<file path="src/rtl/mem_ctrl_if.sv">
// Processor-side and memory-side signal bundle for the memory controller.
// The slave modport is the controller's view; master is the view of the
// processor/memory environment driving it.
interface mem_ctrl_if;
    // Processor request side
    logic        iReq;
    logic        iWE;
    logic [31:0] iAddr;
    logic [31:0] iData;
    logic [31:0] oData;
    logic        oBusy;
    logic        oDone;
    logic        oFault;
    // Memory side
    logic        oMemRead;
    logic        oMemWrite;
    logic [31:0] oMemAddr;
    logic [31:0] oMemData;
    logic [31:0] iMemData;

    modport slave (
        input  iReq, iWE, iAddr, iData, iMemData,
        output oData, oBusy, oDone, oFault,
        output oMemRead, oMemWrite, oMemAddr, oMemData
    );

    modport master (
        output iReq, iWE, iAddr, iData, iMemData,
        input  oData, oBusy, oDone, oFault,
        input  oMemRead, oMemWrite, oMemAddr, oMemData
    );
endinterface

</file>
<file path="src/rtl/mem_ctrl.sv">
// Single-port memory access controller.
// A request is accepted only in IDLE; it is range/alignment checked, then
// optionally delayed by WAIT_STATES idle cycles, performs a single one-cycle
// strobe in ACCESS and reports completion with a one-cycle oDone pulse.
// Faulted requests skip straight to DONE so their latency is fixed at 1.
module mem_ctrl #(
    parameter int WAIT_STATES = 0,
    parameter int MEM_WORDS   = 1024
) (
    input  logic        iClk,
    input  logic        iRst,
    mem_ctrl_if.slave   bus
);

    typedef enum logic [1:0] {
        ST_IDLE   = 2'd0,
        ST_WAIT   = 2'd1,
        ST_ACCESS = 2'd2,
        ST_DONE   = 2'd3
    } state_t;

    localparam logic [3:0]  WAIT_CNT    = 4'(WAIT_STATES);
    localparam logic [31:0] MEM_WORDS_L = 32'(MEM_WORDS);

    state_t      state_q, state_d;
    logic [3:0]  cnt_q, cnt_d;
    logic [31:0] mar_q, mar_d;      // byte address presented to memory
    logic [31:0] wdata_q, wdata_d;  // write data presented to memory
    logic [31:0] mdr_q, mdr_d;      // read data returned to processor
    logic        we_q, we_d;
    logic        fault_q, fault_d;
    logic        addr_bad;

    // Reject misaligned addresses and word indices past the end of memory.
    assign addr_bad = (bus.iAddr[1:0] != 2'b00) ||
                      ({2'b00, bus.iAddr[31:2]} >= MEM_WORDS_L);

    // State and datapath registers; reset aborts any access in flight.
    always_ff @(posedge iClk) begin
        if (iRst) begin
            state_q <= ST_IDLE;
            cnt_q   <= '0;
            mar_q   <= '0;
            wdata_q <= '0;
            mdr_q   <= '0;
            we_q    <= 1'b0;
            fault_q <= 1'b0;
        end else begin
            state_q <= state_d;
            cnt_q   <= cnt_d;
            mar_q   <= mar_d;
            wdata_q <= wdata_d;
            mdr_q   <= mdr_d;
            we_q    <= we_d;
            fault_q <= fault_d;
        end
    end

    // Next-state logic: requests are only looked at in IDLE, so anything
    // arriving while busy is dropped rather than queued.
    always_comb begin
        state_d = state_q;
        cnt_d   = cnt_q;
        mar_d   = mar_q;
        wdata_d = wdata_q;
        mdr_d   = mdr_q;
        we_d    = we_q;
        fault_d = fault_q;
        case (state_q)
            ST_IDLE: begin
                if (bus.iReq) begin
                    mar_d   = bus.iAddr;
                    wdata_d = bus.iData;
                    we_d    = bus.iWE;
                    if (addr_bad) begin
                        fault_d = 1'b1;
                        state_d = ST_DONE;
                    end else begin
                        fault_d = 1'b0;
                        if (WAIT_STATES > 0) begin
                            cnt_d   = WAIT_CNT;
                            state_d = ST_WAIT;
                        end else begin
                            state_d = ST_ACCESS;
                        end
                    end
                end
            end
            ST_WAIT: begin
                // Counter is loaded with WAIT_STATES on entry; leaving when it
                // reads 1 gives exactly WAIT_STATES cycles in this state.
                if (cnt_q <= 4'd1) begin
                    cnt_d   = 4'd0;
                    state_d = ST_ACCESS;
                end else begin
                    cnt_d = cnt_q - 4'd1;
                end
            end
            ST_ACCESS: begin
                if (!we_q) begin
                    mdr_d = bus.iMemData;
                end
                state_d = ST_DONE;
            end
            ST_DONE: begin
                state_d = ST_IDLE;
            end
            default: begin
                state_d = ST_IDLE;
            end
        endcase
    end

    // Outputs are decoded from registered state, so they are glitch-free and
    // both strobes are confined to the single ACCESS cycle.
    assign bus.oBusy     = (state_q != ST_IDLE);
    assign bus.oDone     = (state_q == ST_DONE);
    assign bus.oFault    = (state_q == ST_DONE) && fault_q;
    assign bus.oMemRead  = (state_q == ST_ACCESS) && !we_q;
    assign bus.oMemWrite = (state_q == ST_ACCESS) && we_q;
    assign bus.oMemAddr  = mar_q;
    assign bus.oMemData  = wdata_q;
    assign bus.oData     = mdr_q;

endmodule

</file>
<file path="src/flat_wrapper.sv">
// flat-port wrapper written by rule: the top's interface ports become plain ports
module mem_ctrl_flat 
#(
    parameter int WAIT_STATES = 0,
    parameter int MEM_WORDS   = 1024
)
  (iClk, iRst, bus_iReq, bus_iWE, bus_iAddr, bus_iData, bus_iMemData, bus_oData, bus_oBusy, bus_oDone, bus_oFault, bus_oMemRead, bus_oMemWrite, bus_oMemAddr, bus_oMemData);
  mem_ctrl_if bus_i ();
  input  logic iClk;
  input  logic iRst;
  input wire logic [$bits(bus_i.iReq)-1:0] bus_iReq;
  input wire logic [$bits(bus_i.iWE)-1:0] bus_iWE;
  input wire logic [$bits(bus_i.iAddr)-1:0] bus_iAddr;
  input wire logic [$bits(bus_i.iData)-1:0] bus_iData;
  input wire logic [$bits(bus_i.iMemData)-1:0] bus_iMemData;
  output wire logic [$bits(bus_i.oData)-1:0] bus_oData;
  output wire logic [$bits(bus_i.oBusy)-1:0] bus_oBusy;
  output wire logic [$bits(bus_i.oDone)-1:0] bus_oDone;
  output wire logic [$bits(bus_i.oFault)-1:0] bus_oFault;
  output wire logic [$bits(bus_i.oMemRead)-1:0] bus_oMemRead;
  output wire logic [$bits(bus_i.oMemWrite)-1:0] bus_oMemWrite;
  output wire logic [$bits(bus_i.oMemAddr)-1:0] bus_oMemAddr;
  output wire logic [$bits(bus_i.oMemData)-1:0] bus_oMemData;
  assign bus_i.iReq = bus_iReq;
  assign bus_i.iWE = bus_iWE;
  assign bus_i.iAddr = bus_iAddr;
  assign bus_i.iData = bus_iData;
  assign bus_i.iMemData = bus_iMemData;
  assign bus_oData = bus_i.oData;
  assign bus_oBusy = bus_i.oBusy;
  assign bus_oDone = bus_i.oDone;
  assign bus_oFault = bus_i.oFault;
  assign bus_oMemRead = bus_i.oMemRead;
  assign bus_oMemWrite = bus_i.oMemWrite;
  assign bus_oMemAddr = bus_i.oMemAddr;
  assign bus_oMemData = bus_i.oMemData;
  mem_ctrl #(.WAIT_STATES(WAIT_STATES), .MEM_WORDS(MEM_WORDS)) u_core (.iClk(iClk), .iRst(iRst), .bus(bus_i));
endmodule
</file>
<file path="config.mk">
export PLATFORM = sky130hd
export DESIGN_NAME = mem_ctrl_flat
export DESIGN_NICKNAME = d
export VERILOG_FILES = /design/src/rtl/mem_ctrl_if.sv /design/src/rtl/mem_ctrl.sv /design/src/flat_wrapper.sv
export SDC_FILE = /design/constraint.sdc
export NUM_CORES = 1
export LEC_CHECK = 0
export CAP_MARGIN = 20
export CORE_MARGIN = 5
export CORE_UTILIZATION = 42
export DETAILED_ROUTE_END_ITERATION = 12
export PLACE_DENSITY = 0.85
export SLEW_MARGIN = 20
export SYNTH_ARGS = -nofsm -noshare
export SYNTH_HDL_FRONTEND = slang
export SYNTH_SLANG_ARGS = --single-unit
</file>
<file path="constraint.sdc">
create_clock -name iClk -period 3.9 [get_ports iClk]
set_clock_uncertainty 0.1 [all_clocks]
set_input_delay 0.39 -clock iClk [delete_from_list [all_inputs] [get_ports iClk]]
set_output_delay 0.39 -clock iClk [all_outputs]
set_load 0.02 [all_outputs]
</file>
==> impl_metrics.py, run 1 <==
metrics = {
    "pwr": {
        "pwr-share-seq": 0.480,
        "p_leak_nw": 2.15,
        "power.share.clock": 0.300,
        "combPwrFrac": 0.220,
        "switching_share": 0.276,
        "switching_power_uw": 677,
        "p_int_mw": 1.78,
        "p_per_area_nw_per_um2": 411,
        "ir_drop_uv": 244,
        "power_mw": 2.45,
    },
    "layout": {
        "n_fill_cell": 697,
        "layout_commonest_cell": "clkdlybuf4s50_1",
        "finish.net_count": 759,
        "area_growth_pct": 58.4,
        "fin_area_um2": 5970,
        "instances_no_fill": 769,
        "regArea_um2": 2080,
        "final_util": 0.685,
        "multi_input_area_um2": 1500,
        "diodes": 0,
        "layout_common_cells": "clkdlybuf4s50_1, nand2_1, dfxtp_1",
        "drive_above_1_share": 0.0439,
    },
    "floorplanning": {
        "die_w_um": 105,
        "core.rowCount": 34,
        "die_y_um": 105,
        "coreArea_um2": 8720,
        "die_area_um2": 11000,
        "start_util": 0.432,
        "ios": 201,
    },
    "routing": {
        "viasPerCell": 4.88,
        "antenna_left": 0,
        "drtIter0Drc": 96,
        "first_pass_iters": 4,
        "vias": 3751,
        "post_drt_wl_per_cell_um": 14.5,
        "drc": 0,
        "wl_um": 11100,
    },
    "worst_setup_path": {
        "crit_path_top_delay_cell": "clkdlybuf4s50_1",
        "cp-end-kind": "output port",
        "critPathBufInv": 2,
        "cp.required_ns": 3.41,
        "cp_num_cells": 4,
        "worstRegToRegCells": 5,
        "crit_family": "buffers and inverters",
        "path_class": "register to output port",
        "crit_fanout": 33,
        "worstPathArrival_ns": 2.20,
        "slowest_delay_ns": 0.61,
        "cp_cell_sequence": "nand2b_1 -> or2_2 -> inv_1 -> clkdlybuf4s50_1",
        "worst_setup_path_start_kind": "register",
    },
    "timing": {
        "worst_slew_pin_slew_ns": 1.07,
        "fmax_mhz": 371,
        "fin_ws_ns": 1.21,
        "setup_viol": 0,
        "slew_viol_final": 0,
        "setup_tns_ns": 0,
        "hold_viol": 0,
        "rsz0062_at_grt": "false",
        "holdWs_ns": 0.356,
        "period_share": 0.691,
        "slew_headroom": 0.287,
        "period_needed_ns": 2.69,
    },
    "logic_synthesis": {
        "yosys_warnings": 0,
        "yosysTopAreaCell": "dfxtp_1",
        "synth_top_area_frac": 0.552,
        "ys_seq_area_frac": 0.552,
        "synth_edf_count": 0,
        "synth_cell_types": 31,
        "post_synth_inst_count": 478,
        "syn_avg_cell_area_um2": 7.89,
        "ys.flop_type": "dfxtp_1",
        "netlist_top_cells_area": "dfxtp_1, nand2_1, a21oi_1",
        "async_flop_share": 0,
        "ys_ff_latch": 104,
        "syn_area_um2": 3770,
        "synth_nets": 580,
    },
    "cts": {
        "cts-resized-gates": 0,
        "cts_buffers": 9,
        "cts_hold_buf": 0,
        "clock-sinks": 104,
        "worstSkewPairLatency_ns": 0.35,
        "cts-root-buf": "clkbuf_8",
        "htree_levels": 3,
        "cts_buffer_depth": 2,
        "postCtsSetupRepairBufs": 0,
        "path_clk_slew_ns": 0.09,
        "cts_tree": "yes",
    },
    "place": {
        "hpwl_um": 8090,
        "dp.cells": 754,
        "preCtsSetupSlack_ns": 1.49,
        "port_buffers": 200,
        "placed_cell_area_um2": 5750,
        "place.gp.congestion": 0.784,
    },
    "worst_hold_path": {
        "min_path_type": "register to register",
        "min_path_cells": 2,
    },
    "grt": {
        "grt_max_degree": 105,
        "antenna_found_initial": 0,
        "grt_pass1_wl_um": 17900,
        "grt_util_all_layers": 0.194,
        "grt_pass1_vias": 3720,
        "grt_overflow": 0,
    },
    "job": {
        "drv_cap": 0,
    },
    "run_status": {
        "status": "finished, final reports clean",
    },
}
-- synth_stat cells, types with 4 or more instances --
library cell and number:
a21oi_1 101, nand2_1 198, nor4_1 4, buf_2 6
inv_1 6, buf_6 4, dfxtp_1 104, nor2_1 5
clkbuf_1 22
-- worst reg2reg max path, cell delays in order, from the launching register on --
cell	delay (ns)
dfxtp_1	0.39
nor2_1	0.29
and2_2	0.55
buf_4	0.47
nand2_1	0.11
a21oi_1	0.14
-- state kept, by name, summed over array words and instances, names as in the netlist --
signal,count
u_core.cnt_q,4
u_core.bus.oMemAddr,32
u_core.bus.oMemData,32
u_core.bus.oData,32
u_core.fault_q,1
u_core.state_q,2
u_core.we_q,1
-- path summary, 6_finish.rpt --
kind                                 from                       to  slack [ns]
setup / recovery        u_core.state_q[0]             bus_oMemRead        1.21
hold / removal    u_core.bus.oMemData[30]  u_core.bus.oMemData[30]        0.36
setup reg to reg        u_core.state_q[0]   u_core.bus.oMemData[3]        1.77
hold reg to reg   u_core.bus.oMemData[30]  u_core.bus.oMemData[30]        0.36
-- kinds of logic (layout without fill, tap and decap cells) --
kind of cell | after synthesis | in the layout | synth area share
AND/OR/NAND/NOR | 225 | 225 | 0.243
AO/OA/AOI/OAI | 107 | 107 | 0.146
flip-flops | 104 | 104 | 0.552
buffers and inverters | 40 | 223 | 0.0524
adder cells (fa/ha/maj) | 2 | 2 | 0.00664
-- cell type report --
type,count,area share
clock buffers,10,0.0230
clock inverters,5,0.0136
inverters,6,0.00377
multi-input cells,334,0.251
flip-flops and latches,104,0.349
well taps,108,0.0226
repair buffers,202,0.337
-- power groups by stage --
stage	Combinational (mW)	Sequential [mW]	Clock, mW
after floorplan	0.176	1.29	0
after global routing	0.580	1.19	0.804
after CTS	0.545	1.18	0.756
after global placement	0.532	1.20	0
final	0.539	1.18	0.737
after detailed placement	0.543	1.20	0
-- layer usage --
metal / up-vias / GRT usage / part of all wire
met5: - / 0 / 0
met4: 0 / 0.0731 / 0.029
met3: 27 / 0.0752 / 0.088
met2: 152 / 0.318 / 0.46
met1: 1675 / 0.231 / 0.42
li1: 1897 / - / -
(Power assumes the default switching activity.)
==> run 2, diff against run 1 <==
--- a/config.mk
+++ b/config.mk
@@ -7,9 +7,9 @@
 export LEC_CHECK = 0
 export CAP_MARGIN = 20
 export CORE_MARGIN = 5
-export CORE_UTILIZATION = 42
+export CORE_UTILIZATION = 35
 export DETAILED_ROUTE_END_ITERATION = 12
-export PLACE_DENSITY = 0.85
+export PLACE_DENSITY = 0.76
 export SLEW_MARGIN = 20
 export SYNTH_ARGS = -nofsm -noshare
 export SYNTH_HDL_FRONTEND = slang
==> constraint.sdc (replaced) <==
create_clock -name iClk -period 2.35 [get_ports iClk]
set_clock_uncertainty 0.1 [all_clocks]
set_input_delay 0.235 -clock iClk [delete_from_list [all_inputs] [get_ports iClk]]
set_output_delay 0.235 -clock iClk [all_outputs]
set_load 0.02 [all_outputs]
==> run 2 against run 1 <==
Against the previous run:
- design area up 1.3%
- global-route usage down 2.6 points
- sequential share of layout area shrank 0.44 points
- wire length up 1.4%
- critical endpoint is now bus_oFault
==> impl_metrics.py, run 2 (same netlist as run 1, synthesis figures left out) <==
metrics = {
    "routing": {
        "first_pass_iters": 4,
        "drc": 0,
        "wl_met2_um": 5370,
        "wl_um": 11300,
        "top_layer_used": "met4",
        "drtIter0Drc": 182,
        "m1WireLength_um": 4500,
        "dr_wl_met3_um": 1170,
        "viasPerCell": 4.75,
        "post_drt_wl_per_cell_um": 14.1,
        "antenna_left": 0,
        "vias": 3823,
    },
    "floorplanning": {
        "start_util": 0.362,
        "coreArea_um2": 10400,
        "die_area_um2": 12900,
        "die_y_um": 114,
        "core.rowCount": 37,
        "ios": 201,
        "die_w_um": 114,
    },
    "timing": {
        "period_share": 0.857,
        "hold_viol": 0,
        "period_needed_ns": 2.01,
        "setup_tns_ns": 0,
        "worst_slew_pin_slew_ns": 0.551,
        "slew_headroom": 0.629,
        "fmax_mhz": 497,
        "setup_viol": 0,
        "rsz0062_at_grt": "false",
        "slew_viol_final": 0,
    },
    "layout": {
        "finish.net_count": 765,
        "area_growth_pct": 60.4,
        "drive_above_1_share": 0.0524,
        "final_util": 0.581,
        "diodes": 0,
        "instances_no_fill": 804,
        "layout_common_cells": "clkdlybuf4s50_1, nand2_1, dfxtp_1",
        "layout_commonest_cell": "clkdlybuf4s50_1",
    },
    "pwr": {
        "p_leak_nw": 2.19,
        "ir_drop_uv": 311,
        "p_per_area_nw_per_um2": 645,
    },
    "job": {
        "drv_cap": 0,
    },
    "run_status": {
        "status": "finished, final reports clean",
    },
    "worst_setup_path": {
        "worst_setup_path_start_kind": "register",
        "cp-end-kind": "output port",
        "crit_fanout": 7,
        "path_class": "register to output port",
        "cp.required_ns": 2.02,
        "worstPathArrival_ns": 1.68,
        "reg2reg_slack_ns": 0.62,
    },
    "grt": {
        "grt_max_degree": 45,
        "grt_pass1_vias": 3770,
        "grt_overflow": 0,
        "grt_util_all_layers": 0.168,
        "grt_pass1_wl_um": 17900,
        "antenna_found_initial": 0,
    },
    "cts": {
        "cts-root-buf": "clkbuf_8",
        "postCtsSetupRepairBufs": 0,
        "cts_hold_buf": 0,
        "htree_levels": 3,
        "cts_buffer_depth": 2,
        "cts_tree": "yes",
        "cts_buffers": 9,
        "clock-sinks": 104,
        "cts-resized-gates": 0,
        "worstSkewPairLatency_ns": 0.35,
        "path_clk_slew_ns": 0.10,
    },
    "worst_hold_path": {
        "min_path_type": "input port to register",
    },
    "place": {
        "dp.cells": 788,
        "port_buffers": 200,
        "hpwl_um": 8420,
        "place.gp.congestion": 0.805,
    },
}
[run 2: cell types whose count changed in the layout (fill, tap and decap cells not counted), moves of 2 or more]
| cell | delta |
|---|---|
| bufinv_16 | -2 |
| buf_12 | +3 |
| inv_6 | +3 |
| buf_4 | +3 |
[run 2: routing by layer]
| metal | global-route usage | vias up |
|---|---|---|
| met4 | 0.0657 | 0 |
| met3 | 0.0663 | 23 |
| met5 | 0 | - |
| met2 | 0.287 | 163 |
| li1 | - | 1908 |
| met1 | 0.189 | 1729 |
[run 2: area by class of cell]
| class | instances | area (um^2) |
|---|---|---|
| inverters | 6 | 22.5 |
| clock inverters | 5 | 38.8 |
| clock buffers | 11 | 141 |
| well taps | 136 | 170 |
| multi-input cells | 334 | 1490 |
| repair buffers | 208 | 2100 |
| flip-flops and latches | 104 | 2080 |
| fillers | 926 | 4370 |
[run 2: critical path, cell delays in order (launching register included)]
cell and delay, ns:
dfxtp_1 0.48, and3_2 0.22, clkdlybuf4s50_1 0.62
[run 2: metrics by stage]
stage	setup slack [ns]	total power, mW	hold slack [ns]	instance area [um^2]
floorplan	0.777	2.43	0.269	3770
global placement	0.233	2.90	0.341	5870
detailed placement	0.217	2.92	0.347	5870
CTS	0.0170	3.97	0.218	6050
global route	0.247	4.12	0.239	6050
finish	0.337	3.90	0.240	6050
[run 2: final timing paths]
| kind | start | endpoint | depth (start not counted) |
|---|---|---|---|
| worst max-delay path | u_core.state_q[0] | bus_oFault | 2 |
| worst min-delay path | iRst | u_core.bus.oMemAddr[23] | 2 |
| worst max register to register | u_core.state_q[0] | u_core.bus.oData[30] | 6 |
| worst min register to register | u_core.bus.oMemData[19] | u_core.bus.oMemData[19] | 2 |
[run 2: power by group]
group	leakage (nW)	switching (mW)	internal [mW]	total, mW
Combinational	1.25	0.463	0.459	0.921
Sequential	0.850	0.0655	1.89	1.95
Clock	0.0907	0.600	0.425	1.03
==> run 3, diff against run 2 <==
--- a/config.mk
+++ b/config.mk
@@ -10,7 +10,6 @@
 export CORE_UTILIZATION = 35
 export DETAILED_ROUTE_END_ITERATION = 12
 export PLACE_DENSITY = 0.76
-export SLEW_MARGIN = 20
 export SYNTH_ARGS = -nofsm -noshare
 export SYNTH_HDL_FRONTEND = slang
 export SYNTH_SLANG_ARGS = --single-unit
==> results of run 3 <==
The final DEF is identical to that of run 2; final timing and power are the same.
